==> src/rtl/clock_mode_ctrl.sv <==
// clock_mode_ctrl
//   Registered mode/field controller for the digital clock. Owns the operating
//   mode FSM, the one-hot field-select pointer, button edge detection, the
//   SET-mode inactivity timeout and per-field inc/dec/en steering into a chain
//   of NUM_FIELDS cascaded digit counters.
//
//   Build option: CLOCK_MODE_CTRL_AUTO_REPEAT_EN enables auto-repeat of a held
//   inc/dec button in SET. Without it each button rise yields exactly one pulse.
//
// Ports
//   clk       in   system clock
//   reset     in   asynchronous, active-high reset
//   sec_tick  in   one-cycle time-base strobe
//   btn_mode  in   mode button level (synchronised, debounced)
//   btn_next  in   field-advance button level
//   btn_inc   in   increment button level
//   btn_dec   in   decrement button level
//   done_inc  in   [NUM_FIELDS-2:0] carry-out of field i
//   done_dec  in   [NUM_FIELDS-2:0] borrow-out of field i
//   cnt_zero  in   all fields equal zero
//   mode      out  [1:0] current mode
//   select    out  [NUM_FIELDS-1:0] one-hot field pointer
//   inc       out  [NUM_FIELDS-1:0] per-field increment enable
//   dec       out  [NUM_FIELDS-1:0] per-field decrement enable
//   en        out  [NUM_FIELDS-1:0] per-field load/display enable
//   blink     out  blink phase for the selected field
//   alarm     out  one-cycle pulse at end of countdown
//
// State   | meaning
// --------+-----------------------------------------------------------
// RUN  00 | normal timekeeping, field 0 counts sec_tick, carries ripple
// SET  01 | user edits the selected field, blink active, timeout armed
// HOLD 10 | counters frozen, all fields displayed
// CDOWN 11| countdown on sec_tick until cnt_zero, then alarm and HOLD

module clock_mode_ctrl #(
  parameter int NUM_FIELDS    = 6,
  parameter int REPEAT_DELAY  = 500,
  parameter int REPEAT_PERIOD = 100,
  parameter int TIMEOUT       = 30
) (
  input  logic                  clk,
  input  logic                  reset,
  input  logic                  sec_tick,
  input  logic                  btn_mode,
  input  logic                  btn_next,
  input  logic                  btn_inc,
  input  logic                  btn_dec,
  input  logic [NUM_FIELDS-2:0] done_inc,
  input  logic [NUM_FIELDS-2:0] done_dec,
  input  logic                  cnt_zero,
  output logic [1:0]            mode,
  output logic [NUM_FIELDS-1:0] select,
  output logic [NUM_FIELDS-1:0] inc,
  output logic [NUM_FIELDS-1:0] dec,
  output logic [NUM_FIELDS-1:0] en,
  output logic                  blink,
  output logic                  alarm
);

  localparam int N    = NUM_FIELDS;
  localparam int TO_W = $clog2(TIMEOUT + 1);

  generate
    if (NUM_FIELDS < 2 || REPEAT_DELAY < 2 || REPEAT_PERIOD < 2 || TIMEOUT < 1) begin : g_bad_param
      $error("clock_mode_ctrl: parameter out of range");
    end
  endgenerate

  typedef enum logic [1:0] {
    MODE_RUN   = 2'b00,
    MODE_SET   = 2'b01,
    MODE_HOLD  = 2'b10,
    MODE_CDOWN = 2'b11
  } mode_t;

  mode_t           mode_q, mode_d;
  logic [N-1:0]    select_q, select_d;
  logic            blink_q, blink_d;
  logic            alarm_q, alarm_d;
  logic            inc_pulse_q, dec_pulse_q;
  logic [TO_W-1:0] to_cnt;
  logic            btn_mode_q, btn_next_q, btn_inc_q, btn_dec_q;

  // ---------------------------------------------------------------------
  // Button edge detection
  // ---------------------------------------------------------------------
  logic mode_rise, next_rise, inc_rise, dec_rise, any_rise;
  logic fire_inc, fire_dec;
  logic rep_inc, rep_dec;
  logic set_stay;
  logic to_hit;

  always_ff @(posedge clk or posedge reset) begin
    if (reset) begin
      btn_mode_q <= 1'b0;
      btn_next_q <= 1'b0;
      btn_inc_q  <= 1'b0;
      btn_dec_q  <= 1'b0;
    end else begin
      btn_mode_q <= btn_mode;
      btn_next_q <= btn_next;
      btn_inc_q  <= btn_inc;
      btn_dec_q  <= btn_dec;
    end
  end

  assign mode_rise = btn_mode & ~btn_mode_q;
  assign next_rise = btn_next & ~btn_next_q;
  assign inc_rise  = btn_inc  & ~btn_inc_q;
  assign dec_rise  = btn_dec  & ~btn_dec_q;
  assign any_rise  = mode_rise | next_rise | inc_rise | dec_rise;

  // A rise while the opposite button is held is a conflicting press: no pulse.
  assign fire_inc = inc_rise & ~btn_dec;
  assign fire_dec = dec_rise & ~btn_inc;

  // Remaining in SET across this edge; pulses and the timeout only live here.
  assign set_stay = (mode_q == MODE_SET) && (mode_d == MODE_SET);

  // ---------------------------------------------------------------------
  // Auto-repeat
  // ---------------------------------------------------------------------
`ifdef CLOCK_MODE_CTRL_AUTO_REPEAT_EN
  localparam int REP_MAX = (REPEAT_DELAY > REPEAT_PERIOD) ? REPEAT_DELAY : REPEAT_PERIOD;
  localparam int REP_W   = $clog2(REP_MAX + 1);

  logic [REP_W-1:0] rep_cnt;
  logic             single_held;
  logic             rep_fire;

  assign single_held = btn_inc ^ btn_dec;

  // Down-counter: loaded on the rise so terminal count 1 lands REPEAT_DELAY-1
  // cycles later (pulse visible REPEAT_DELAY cycles after the rise), then
  // reloaded with REPEAT_PERIOD for the steady repeat rate.
  always_ff @(posedge clk or posedge reset) begin
    if (reset) begin
      rep_cnt <= '0;
    end else if (mode_q != MODE_SET || !single_held) begin
      rep_cnt <= '0;
    end else if (inc_rise | dec_rise) begin
      rep_cnt <= REP_W'(REPEAT_DELAY - 1);
    end else if (rep_cnt == REP_W'(1)) begin
      rep_cnt <= REP_W'(REPEAT_PERIOD);
    end else if (rep_cnt != '0) begin
      rep_cnt <= rep_cnt - 1'b1;
    end
  end

  assign rep_fire = (mode_q == MODE_SET) && single_held && !(inc_rise | dec_rise)
                    && (rep_cnt == REP_W'(1));
  assign rep_inc  = rep_fire & btn_inc;
  assign rep_dec  = rep_fire & btn_dec;
`else
  assign rep_inc = 1'b0;
  assign rep_dec = 1'b0;
`endif

  // ---------------------------------------------------------------------
  // SET inactivity timeout (saturating up-counter of sec_tick)
  // ---------------------------------------------------------------------
  assign to_hit = (to_cnt == TO_W'(TIMEOUT));

  always_ff @(posedge clk or posedge reset) begin
    if (reset) begin
      to_cnt <= '0;
    end else if (!set_stay) begin
      to_cnt <= '0;
    end else if (any_rise | rep_inc | rep_dec) begin
      to_cnt <= '0;
    end else if (sec_tick && !to_hit) begin
      to_cnt <= to_cnt + 1'b1;
    end
  end

  // ---------------------------------------------------------------------
  // Mode FSM
  // ---------------------------------------------------------------------
  always_ff @(posedge clk or posedge reset) begin
    if (reset) begin
      mode_q      <= MODE_RUN;
      select_q    <= {{(N-1){1'b0}}, 1'b1};
      blink_q     <= 1'b0;
      alarm_q     <= 1'b0;
      inc_pulse_q <= 1'b0;
      dec_pulse_q <= 1'b0;
    end else begin
      mode_q      <= mode_d;
      select_q    <= select_d;
      blink_q     <= blink_d;
      alarm_q     <= alarm_d;
      inc_pulse_q <= set_stay & (fire_inc | rep_inc);
      dec_pulse_q <= set_stay & (fire_dec | rep_dec);
    end
  end

  always_comb begin
    mode_d  = mode_q;
    alarm_d = 1'b0;
    unique case (mode_q)
      MODE_RUN: begin
        if (mode_rise) mode_d = MODE_SET;
      end
      MODE_SET: begin
        if (mode_rise)   mode_d = MODE_CDOWN;
        else if (to_hit) mode_d = MODE_RUN;
      end
      MODE_CDOWN: begin
        // End of countdown outranks a simultaneous mode press.
        if (cnt_zero) begin
          mode_d  = MODE_HOLD;
          alarm_d = 1'b1;
        end else if (mode_rise) begin
          mode_d = MODE_HOLD;
        end
      end
      MODE_HOLD: begin
        if (mode_rise) mode_d = MODE_RUN;
      end
      default: mode_d = MODE_RUN;
    endcase
  end

  always_comb begin
    select_d = select_q;
    if (mode_q != MODE_SET && mode_d == MODE_SET) begin
      select_d = {{(N-1){1'b0}}, 1'b1};
    end else if (set_stay && next_rise) begin
      select_d = {select_q[N-2:0], select_q[N-1]};
    end
  end

  // Cleared whenever SET is not the next mode, so blink reads 0 outside SET
  // and restarts from 0 on every entry.
  always_comb begin
    blink_d = 1'b0;
    if (set_stay) blink_d = blink_q ^ sec_tick;
  end

  // ---------------------------------------------------------------------
  // Per-field steering
  // ---------------------------------------------------------------------
  always_comb begin
    inc = '0;
    dec = '0;
    en  = '1;
    unique case (mode_q)
      MODE_RUN: begin
        inc = {done_inc, sec_tick};
      end
      MODE_SET: begin
        inc = inc_pulse_q ? select_q : '0;
        dec = dec_pulse_q ? select_q : '0;
        en  = select_q;
      end
      MODE_HOLD: begin
        inc = '0;
      end
      MODE_CDOWN: begin
        dec = {done_dec, sec_tick} & {N{~cnt_zero}};
      end
      default: begin
        inc = '0;
      end
    endcase
  end

  assign mode   = mode_q;
  assign select = select_q;
  assign blink  = blink_q;
  assign alarm  = alarm_q;

endmodule

==> config.mk <==
export PLATFORM = sky130hd
export DESIGN_NAME = clock_mode_ctrl
export DESIGN_NICKNAME = d
export VERILOG_FILES = /design/src/rtl/clock_mode_ctrl.sv
export SDC_FILE = /design/constraint.sdc
export NUM_CORES = 1
export LEC_CHECK = 0
export ABC_AREA = 1
export CAP_MARGIN = 30
export CORE_ASPECT_RATIO = 1.2
export CORE_MARGIN = 8
export CORE_UTILIZATION = 46
export DETAILED_ROUTE_END_ITERATION = 6
export HOLD_SLACK_MARGIN = 0.12
export PLACE_DENSITY = 0.87
export RECOVER_POWER = 100
export SLEW_MARGIN = 20
export SYNTH_ARGS = -nofsm -noshare
export SYNTH_HDL_FRONTEND = slang
export SYNTH_SLANG_ARGS = --single-unit
==> constraint.sdc <==
create_clock -name clk -period 3.35 [get_ports clk]
set_clock_uncertainty 0.15 [all_clocks]
set_input_delay 0.67 -clock clk [delete_from_list [all_inputs] [get_ports clk]]
set_output_delay 0.67 -clock clk [all_outputs]
set_load 0.02 [all_outputs]
* Yosys cells after proc, flatten, opt, wreduce, memory -nomap -nowiden
Index checks and enable logic that the tools add are counted.
Word-level totals: memories kept 0, register bits after elaboration 21, bits of input ports 18, output and inout bits 28, bits in writable memories 0, word-level logic and storage cells 66, memory bits (read-only) 0, bits in latches 0
Cells by class: shift operators 0, bitwise logic cells 20, mux-type cells 20, add/subtract/negate cells 1, divide/modulo/power cells 0, $lt $le $gt $ge 0, equal/unequal tests 7, reduce and logical (&&, ||, !) cells 7, multipliers 0
Operator list (count):
- $mux W6 | 5
- $pmux W6 S2 | 2
- $mux W5 | 3
- $mux W2 | 6
- $and A1 B1 Y1 | 8
- $pmux W2 S4 | 1
- $not A1 Y1 | 7
- $and A6 B6 Y6 | 1
- $add A5 B1 Y5 const B | 1
- $eq A5 B5 Y1 const B | 1
- $eq A2 B1 Y1 const B | 2
- $eq A2 B2 Y1 const B | 2
- $logic_and A1 B1 Y1 | 4
- $mux W1 | 3
- $ne A3 B2 Y1 const B | 1
- $or A1 B1 Y1 | 3
- $logic_not A2 Y1 | 1
- $ne A2 B1 Y1 const B | 1
- $reduce_bool A2 Y1 | 1
- $logic_not A1 Y1 | 1
- $xor A1 B1 Y1 | 1

* Longest topological paths before layout
depth in word-level cells 10, mapped depth 11, depth with buffers taken out 11

* Least setup slack after synthesis
Ideal clock, no wire load.
path kind register to output, start point reg mode_q[0] (netlist: mode[0]), end point out dec[1], setup slack 1180 ps, stages on the path, launching flop included 5, path buffers 0, arrival 1350 ps, cell sequence dfrtp_1 nand2_1 inv_2 nand2_1 o21ai_0
Between the ends: cells in the longest elaborated chain, start to end 2
Ends and longest elaborated chain:
- start: declaration | line 77 | mode_t mode_q, mode_d;
- start signal: assignment | line 189 | mode_q <= mode_d;
- $eq A2 B2 Y1 or $eq A2 B1 Y1 (tied branches) | line 248 | unique case (mode_q)
- $pmux W6 S2 (*) | line 248
- end: declaration | line 55 | output logic [NUM_FIELDS-1:0] dec,
Mark *: on every way between the ends. The rest lies on a longest branch, timed or not.

* Worst setup path in the final report
start point in cnt_zero, end point out dec[0]
Between the ends: cells in the longest elaborated chain, start to end 3
Ends and longest elaborated chain:
- start: declaration | line 51 | input logic cnt_zero,
- $not A1 Y1 | line 261 | dec = {done_dec, sec_tick} & {N{~cnt_zero}};
- $and A6 B6 Y6 | line 261
- $pmux W6 S2 | line 248
Every way passes these cells.

==> flow_summary.json <==
{
  "min-delay-path-class": "reg -> reg",
  "r2r.worst_path.cells": 10,
  "crit_type": "in -> out",
  "setup_tns_ns": 0,
  "first_pass_iters": 4,
  "clkSinkCount": 21,
  "minimum_setup_slack_among_reg_to_reg_paths_ns": 1.43,
  "clk_path_buf_depth": 2,
  "crit_path_max_fanout": 6,
  "io_buffers": 45,
  "syn_inst": 141,
  "period_minus_slack_ns": 3.12,
  "final_layout_size_suffix_gt1_share_pct": 8.47,
  "mappedNetlistNets": 161,
  "grt_setup_unrepaired": "no",
  "timing.final.hold_violations": 0,
  "floorplan.io_pins": 46,
  "max_stage_delay_ns": 0.63,
  "grt_use_total_pct": 15.9,
  "globalRoute.busiestLayer": "met2",
  "number_of_enable_type_register_cells_in_the_synthesized_netlist": 0,
  "post-route-period-util_pct": 93.2,
  "core_area_mm2": 0.00248,
  "finalWorstSetupSlack_ns": 0.227,
  "ys_async_sr_fraction_pct": 100,
  "worst_setup_path_start_kind": "primary input",
  "fp-row-count": 20,
  "drt-total-wl_mm": 3.29,
  "tritoncts": "built",
  "worst-slew-pin-transition_ns": 0.772,
  "clkLatencyLatePin_ns": 0.30,
  "clock_tree.root_cell": "sky130_fd_sc_hd__clkbuf_4",
  "timing.max_slew.rel_slack_pct": 48.4,
  "synth_top_area_share_pct": 43.0,
  "syn2layout_area_growth_pct": 40.5,
  "cellPowerDensity_mw_per_mm2": 573,
  "grt_first_pass_wirelength_mm": 5.35,
  "synthesis.area_mm2": 0.00116,
  "antenna_found_initial": 0,
  "cts_repair_resized_insts": 0,
  "worstPathCellList": "dlygate4sd3_1, nor2_4, inv_1, o22ai_1, clkdlybuf4s50_1",
  "post-layout-total-power_mw": 0.938,
  "multi_input_comb_area_um2": 489,
  "grt_start_max_net_pins": 22,
  "synth_sequential_area_ratio_pct": 45.2,
  "gp_congestion": 0.809,
  "hold_path_end": "dec_pulse_q",
  "required_ns": 2.53,
  "min_from": "btn_dec_q",
  "die_y_um": 71.1,
  "detailed_route_iter0_violations": 50,
  "post-cts-setup-buffers": 0,
  "post_synth_most_frequent_cells": "38 x sky130_fd_sc_hd__nand2_1, 23 x sky130_fd_sc_hd__inv_1, 20 x sky130_fd_sc_hd__dfrtp_1",
  "worstHoldPathCells": 3,
  "hold_slack_ns": 0.375,
  "reg2reg_to": "select[3]",
  "maxCapViolCount": 0,
  "nNetsFinal": 210,
  "slowest_stage": "sky130_fd_sc_hd__clkdlybuf4s50_1",
  "ant_nets": 0,
  "floorplan.initialDensity_pct": 47.0,
  "vdd_drop_max_v": 0.000444,
  "total_clock_buffers_created_by_cts": 3,
  "maxClockFrequency_mhz": 320,
  "dp_worst_setup_slack_ns": 0.351,
  "fillerInstances": 199,
  "ys_warn_count": 0,
  "synth_most_common_cell": "sky130_fd_sc_hd__nand2_1",
  "path_clk_slew_ns": 0.11,
  "drc": 0,
  "ys_dominant_reg_cell": "sky130_fd_sc_hd__dfrtp_1",
  "cts_hold_repair.buffers": 0,
  "drt_wl_cell_um": 14.8,
  "grt.met1_usage_pct": 17.1,
  "final-max-slew-violation-count": 0,
  "dieWidth_um": 61.9,
  "avgSynthCellArea_um2": 8.26,
  "synth.area.top_cells": "sky130_fd_sc_hd__dfrtp_1 43%, sky130_fd_sc_hd__nand2_1 12%, sky130_fd_sc_hd__inv_1 7.4%",
  "yosys.area.top_type": "sky130_fd_sc_hd__dfrtp_1",
  "number_of_h_tree_levels": 1,
  "detail_route.vias_per_cell": 5.06,
  "dpl.hpwl_mm": 2.70,
  "fp.dieArea_mm2": 0.00441,
  "first_global_vias": 1170,
  "synth_cell_type_count": 25,
  "routed-via-count": 1124,
  "crit_arrival_ns": 2.30,
  "groute.layer.met2.usage_pct": 27.6,
  "reg2reg_from": "to_cnt[0]",
  "setup-violations-final": 0,
  "leak_nw": 0.805,
  "num_antenna_cells": 0,
  "gr-total-overflow": 0,
  "seqCellArea_um2": 527,
  "status": "complete, no violations",
  "synth-seq-cells": 21,
  "met3_usage_pct": 1.45,
  "cp-end-kind": "primary output"
}
-- routing by layer --
| metal | part of all wire (%) | wire length, um |
|---|---|---|
| met1 | 38 | 1250 |
| met2 | 54 | 1790 |
| met3 | 3.5 | 114 |
| met4 | 4.3 | 140 |
| met5 | 0 | 0 |
-- critical path, delay by kind of cell --
kind / cells / cell delay, ns
compound gates: 1 / 0.16
simple gates: 1 / 0.17
buf+inv: 3 / 1.29
-- flip-flops by register name (all words and copies together) (netlist names) --
register,cells
to_cnt,5
alarm,1
select,6
dec_pulse_q,1
inc_pulse_q,1
btn_dec_q,1
btn_next_q,1
btn_mode_q,1
blink,1
btn_inc_q,1
mode,2
-- worst max-delay path by stage --
stage                   from      to  cells past startpoint
finish              cnt_zero  dec[0]                      5
global route        cnt_zero  dec[0]                      5
CTS                 cnt_zero  dec[0]                      5
detailed placement  cnt_zero  dec[0]                      5
global placement    cnt_zero  dec[0]                      5
floorplan            mode[0]  dec[1]                      4
-- power breakdown --
part / internal, mW / switching, mW / total [mW]
sequential: 0.292 / 0.0477 / 0.340
clock: 0.0445 / 0.0747 / 0.119
combinational: 0.193 / 0.286 / 0.479
total: 0.530 / 0.408 / 0.938
-- layout by cell type (no fill, tap or decap), types with 2 or more instances in the layout --
master	n
sky130_fd_sc_hd__clkdlybuf4s50_1	13
sky130_fd_sc_hd__a32o_1	6
sky130_fd_sc_hd__nor2_1	9
sky130_fd_sc_hd__nand2_2	2
sky130_fd_sc_hd__o21ai_0	7
sky130_fd_sc_hd__dfrtp_1	20
sky130_fd_sc_hd__nand3_1	8
sky130_fd_sc_hd__nor3_1	4
sky130_fd_sc_hd__inv_1	24
sky130_fd_sc_hd__clkbuf_4	3
sky130_fd_sc_hd__nand2_1	41
sky130_fd_sc_hd__ha_1	2
sky130_fd_sc_hd__dlygate4sd3_1	32
sky130_fd_sc_hd__inv_2	3
sky130_fd_sc_hd__nor2_4	3
-- cells by family (layout without fill, tap and decap cells) --
| logic type | after synthesis | after routing | share of synthesized area (%) |
|---|---|---|---|
| simple gates | 71 | 71 | 30.6 |
| flops | 21 | 21 | 45.2 |
| buf+inv | 28 | 76 | 9.67 |
| xor+xnor | 2 | 2 | 1.50 |
| compound gates | 17 | 17 | 10.8 |
| fa+ha+maj | 2 | 2 | 2.15 |
-- layout make-up --
class                      instances  area share (%)
inverter                          27            6.19
clock buffer                       3            1.38
timing repair buffer              45            27.5
sequential                        21            32.2
tap                               33            2.52
multi-input combinational         92            29.9
clock inverter                     1           0.306
-- per-stage QoR --
stage	utilization, %	std cells	cell area [um2]
detailed placement	66.4	218	1650
floorplan	-	141	1160
global placement	66.4	218	1650
CTS	67.5	222	1670
global route	66.1	222	1640
finish	66.1	222	1640
Note: power is estimated with default switching activity, not from simulation.
==> variant 1, RTL diff (same flow settings) <==
Add a define of `CLOCK_MODE_CTRL_AUTO_REPEAT_EN`.
--- a/src/rtl/clock_mode_ctrl.sv
+++ b/src/rtl/clock_mode_ctrl.sv
@@ -35,2 +35,4 @@
 
+`define CLOCK_MODE_CTRL_AUTO_REPEAT_EN
+
 module clock_mode_ctrl #(
Check against the original RTL: no difference found for any inputs over 10 cycles, from zero or initial values and one cycle with reset high; that may be too few to reach the edited logic, so the function may still have changed.
==> variant 1 against the unedited design <==
Design area up 45%; via count up 56%; total power up 81%; hold slack better by 0.012 ns; worst setup slack worse by 0.024 ns; wire length up 43%; synthesized cell count up 74%; area after synthesis up 54%; combinational power up 84%; sequential cell count up 9; largest cell class is now multi-input gates.
==> variant 1: results (changes against the unedited design) <==
Syn Nets = 267 (was 161)
VDD IR max = 0.390 mV (was 0.444 mV)
Area contributors post-synth = dfrtp_1 (40%), nand2_1 (13%), inv_1 (8.8%) (was dfrtp_1 (43%), nand2_1 (12%), inv_1 (7.4%))
Wire per inst = 13.3 um (was 14.8 um)
WHS Path Cells = 2 (was 3)
Slew HR = 47.3% (was 48.4%)
GP Congestion = 0.959 (was 0.809)
Share of layout cells above drive strength 1 = 4.68% (was 8.47%)
First DRT Iteration DRCs = 123 (was 50)
Fillers = 360 (was 199)
Status = finished, final reports clean (unchanged)
Via count of the routed design = 1754 (was 1124)
Detailed Place HPWL = 3.83 mm (was 2.70 mm)
Hold_ws = 0.388 ns (was 0.375 ns)
Root Buffer = clkbuf_8 (was clkbuf_4)
Hold_sp = select[0]$_DFFE_PP1P_ (was btn_dec_q$_DFF_PP0_)
R2R setup slack = 1.22 ns (was 1.43 ns)
RR Endpoint = rep_cnt[6]$_DFFE_PP0P_ (was select[3]$_DFFE_PP0P_)
# H-tree levels = 2 (was 1)
Arrival time worst endpoint = 2.33 ns (was 2.30 ns)
First-pass GRT wire length = 7.91 mm (was 5.35 mm)
Slowest stage delay, CP = 0.69 ns (was 0.63 ns)
Final-stage net count = 320 (was 210)
Total leakage power = 1.22 nW (was 0.805 nW)
Max FFs per register = 9 (was 6)
-- variant 1: through the flow --
step	power (mW)	cells	area, um^2	worst slack, ns
after floorplan	1.13	245	1800	1.16
after global placement	1.44	345	2320	0.420
after detailed placement	1.46	345	2320	0.377
after CTS	1.77	353	2420	0.303
after global routing	1.83	353	2370	0.100
final	1.70	353	2370	0.203
-- variant 1: cells by family after synthesis --
group / share of synthesized area (%)
buf+inv: 9.68
compound gates: 9.89
simple gates: 31.4
xor+xnor: 4.39
fa+ha+maj: 2.79
flops: 41.9
-- variant 1: final cells by class --
cell class	instances	area, um^2	share of cell area [%]
clock buffers	7	86.3	3.64
multi-input cells	169	832	35.1
well taps	54	67.6	2.85
flip-flops and latches	30	752	31.7
repair buffers	47	462	19.5
inverters	45	169	7.12
clock inverters	1	5.00	0.211
-- variant 1: power by group through the flow --
stage	Combinational, mW	Clock, mW	Sequential, mW
after floorplan	0.589	0	0.540
after global placement	0.924	0	0.518
after CTS	0.946	0.310	0.515
final	0.880	0.302	0.514
after global routing	0.984	0.326	0.524
after detailed placement	0.943	0	0.521
-- variant 1: metal layers --
layer  GRT usage (%)  wire length, um  vias up
met1            16.6             1870      808
met3            5.36              430        5
met5               0                0        -
met2            28.9             2360       61
li1                -                -      880
met4            4.93               46        0
-- variant 1: worst reg2reg max path: cells and delay by family (launching register included) --
kind                   cells  cell delay [ns]
flip-flops                 1             0.43
AND/OR/NAND/NOR            5             0.96
buffers and inverters      1             0.07
AO/OA/AOI/OAI              1             0.37
==> variant 2, RTL diff (same settings) <==
Made on the original files. Register the input `done_dec` before use, without a reset. The logic sees it one clock later. The other inputs are not delayed to match.
--- a/src/rtl/clock_mode_ctrl.sv
+++ b/src/rtl/clock_mode_ctrl.sv
@@ -63,2 +63,8 @@
 
+  logic [NUM_FIELDS-2:0] done_dec_q;
+
+  always_ff @(posedge clk) begin
+    done_dec_q <= done_dec;
+  end
+
   generate
@@ -260,3 +266,3 @@
       MODE_CDOWN: begin
-        dec = {done_dec, sec_tick} & {N{~cnt_zero}};
+        dec = {done_dec_q, sec_tick} & {N{~cnt_zero}};
       end
Function: changed (a bounded check fails within 4 cycles, from zero or initial values and one cycle with reset high).
==> variant 2 against the unedited design <==
Area after synthesis rose by 8.4%; total power is 9.0% higher; wire length rose by 2.7%; worst setup slack lost 0.029 ns; hold slack worse by 0.075 ns; design area rose by 6.5%; sequential cell count is 5 higher; die area rose by 6.3%; highest routed layer unchanged.
==> variant 2: results (changes against the unedited design) <==
Max Buffers Root-to-Sink = 2 (unchanged)
Final wirelength = 3.38 mm (was 3.29 mm)
Placed cell area = 0.00174 mm^2 (was 0.00165 mm^2)
Area contributors post-synth = dfrtp_1 (40%), nand2_1 (9.2%), dfxtp_1 (7.9%) (was dfrtp_1 (43%), nand2_1 (12%), inv_1 (7.4%))
# Post-CTS Setup Buffers = 0 (unchanged)
Detailed Place HPWL = 2.78 mm (was 2.70 mm)
# H-tree levels = 1 (unchanged)
Number of global-route vias before repair = 1165 (was 1170)
Slew HR = 47.8% (was 48.4%)
Clock slew at reported path FFs = 0.13 ns (was 0.11 ns)
WHS Path Cells = 1 (was 3)
Ant diodes = 0 (unchanged)
WL met2 = 1.84 mm (was 1.79 mm)
Syn Nets = 162 (was 161)
DR vias/cell = 5.00 (was 5.06)
Yosys cell types = 26 (was 25)
Top post-synthesis cells by count = nand2_1 (31), inv_1 (23), dfrtp_1 (20) (was nand2_1 (38), inv_1 (23), dfrtp_1 (20))
Post_cts resized = 0 (unchanged)
Total leakage power = 0.845 nW (was 0.805 nW)
Seq/Total Area, Yosys = 49.7% (was 45.2%)
Compound-cell area share of the yosys netlist = 11.9% (was 10.8%)
Share of layout cells above drive strength 1 = 8.95% (was 8.47%)
Total GRT Usage = 14.2% (was 15.9%)
Pre-CTS setup slack = 0.297 ns (was 0.351 ns)
Fillers = 221 (was 199)
CTS buffer count = 3 (unchanged)
XOR/XNOR share of the synthesized area = 1.39% (was 1.50%)
First DRT Iteration DRCs = 47 (was 50)
Status = finished, final reports clean (unchanged)
GP Congestion = 0.789 (was 0.809)
Placed Instances = 220 (was 218)
First-pass GRT wire length = 5.36 mm (was 5.35 mm)
VDD IR max = 0.455 mV (was 0.444 mV)
Post-Synth Adder-Cell Area = 1.98% (was 2.15%)
Met3 wire len = 121 um (was 114 um)
Arrival time worst endpoint = 2.33 ns (was 2.30 ns)
Final-stage net count = 211 (was 210)
Non-filler instance count after layout = 224 (was 222)
-- variant 2: changes by cell type after synthesis, moves of 2 or more --
cell,before,now
nand2_1,38,31
dfxtp_1,0,5
nor3_1,3,1
nor4_1,0,2
or2_2,0,2
-- variant 2: critical path, stage by stage --
cell	delay (ns)
dlygate4sd3_1	0.59
nor2_4	0.20
inv_1	0.08
o22ai_1	0.15
clkdlybuf4s50_1	0.63
-- variant 2: area by class of cell --
cell class	instances	area [um^2]	share of cell area, %
inverter	26	97.6	5.60
multi-input combinational	89	499	28.6
sequential	26	627	36.0
clock buffer	4	26.3	1.51
tap	34	42.5	2.44
timing repair buffer	45	450	25.8
-- variant 2: power by group --
part / internal, mW / switching (mW)
sequential: 0.355 / 0.0519
clock: 0.0465 / 0.0888
combinational: 0.198 / 0.283
-- variant 2: final timing paths --
check	from	to	slack, ns
min in group asynchronous	reset	alarm$_DFF_PP0_	0.77
min	btn_dec_q$_DFF_PP0_	dec_pulse_q$_DFF_PP0_	0.30
max reg2reg	to_cnt[0]$_DFFE_PP0P_	select[2]$_DFFE_PP0P_	1.46
min reg2reg	btn_dec_q$_DFF_PP0_	dec_pulse_q$_DFF_PP0_	0.30
max	cnt_zero	dec[0]	0.20
max in group asynchronous	reset	select[2]$_DFFE_PP0P_	1.79
-- variant 2: kinds of logic (layout without fill, tap and decap cells) --
logic type / Yosys count / in the layout
adders and majority gates: 2 / 2
buffers and inverters: 27 / 75
xor gates and xnor gates: 2 / 2
AOI/OAI and AO/OA: 20 / 20
and+or+nand+nor: 65 / 65
DFF: 26 / 26
-- variant 2: routing by layer --
metal | track usage, % | vias up
met5 | 0 | -
met4 | 7.44 | 0
met3 | 2.44 | 8
met2 | 27.0 | 22
met1 | 14.4 | 528
li1 | - | 563
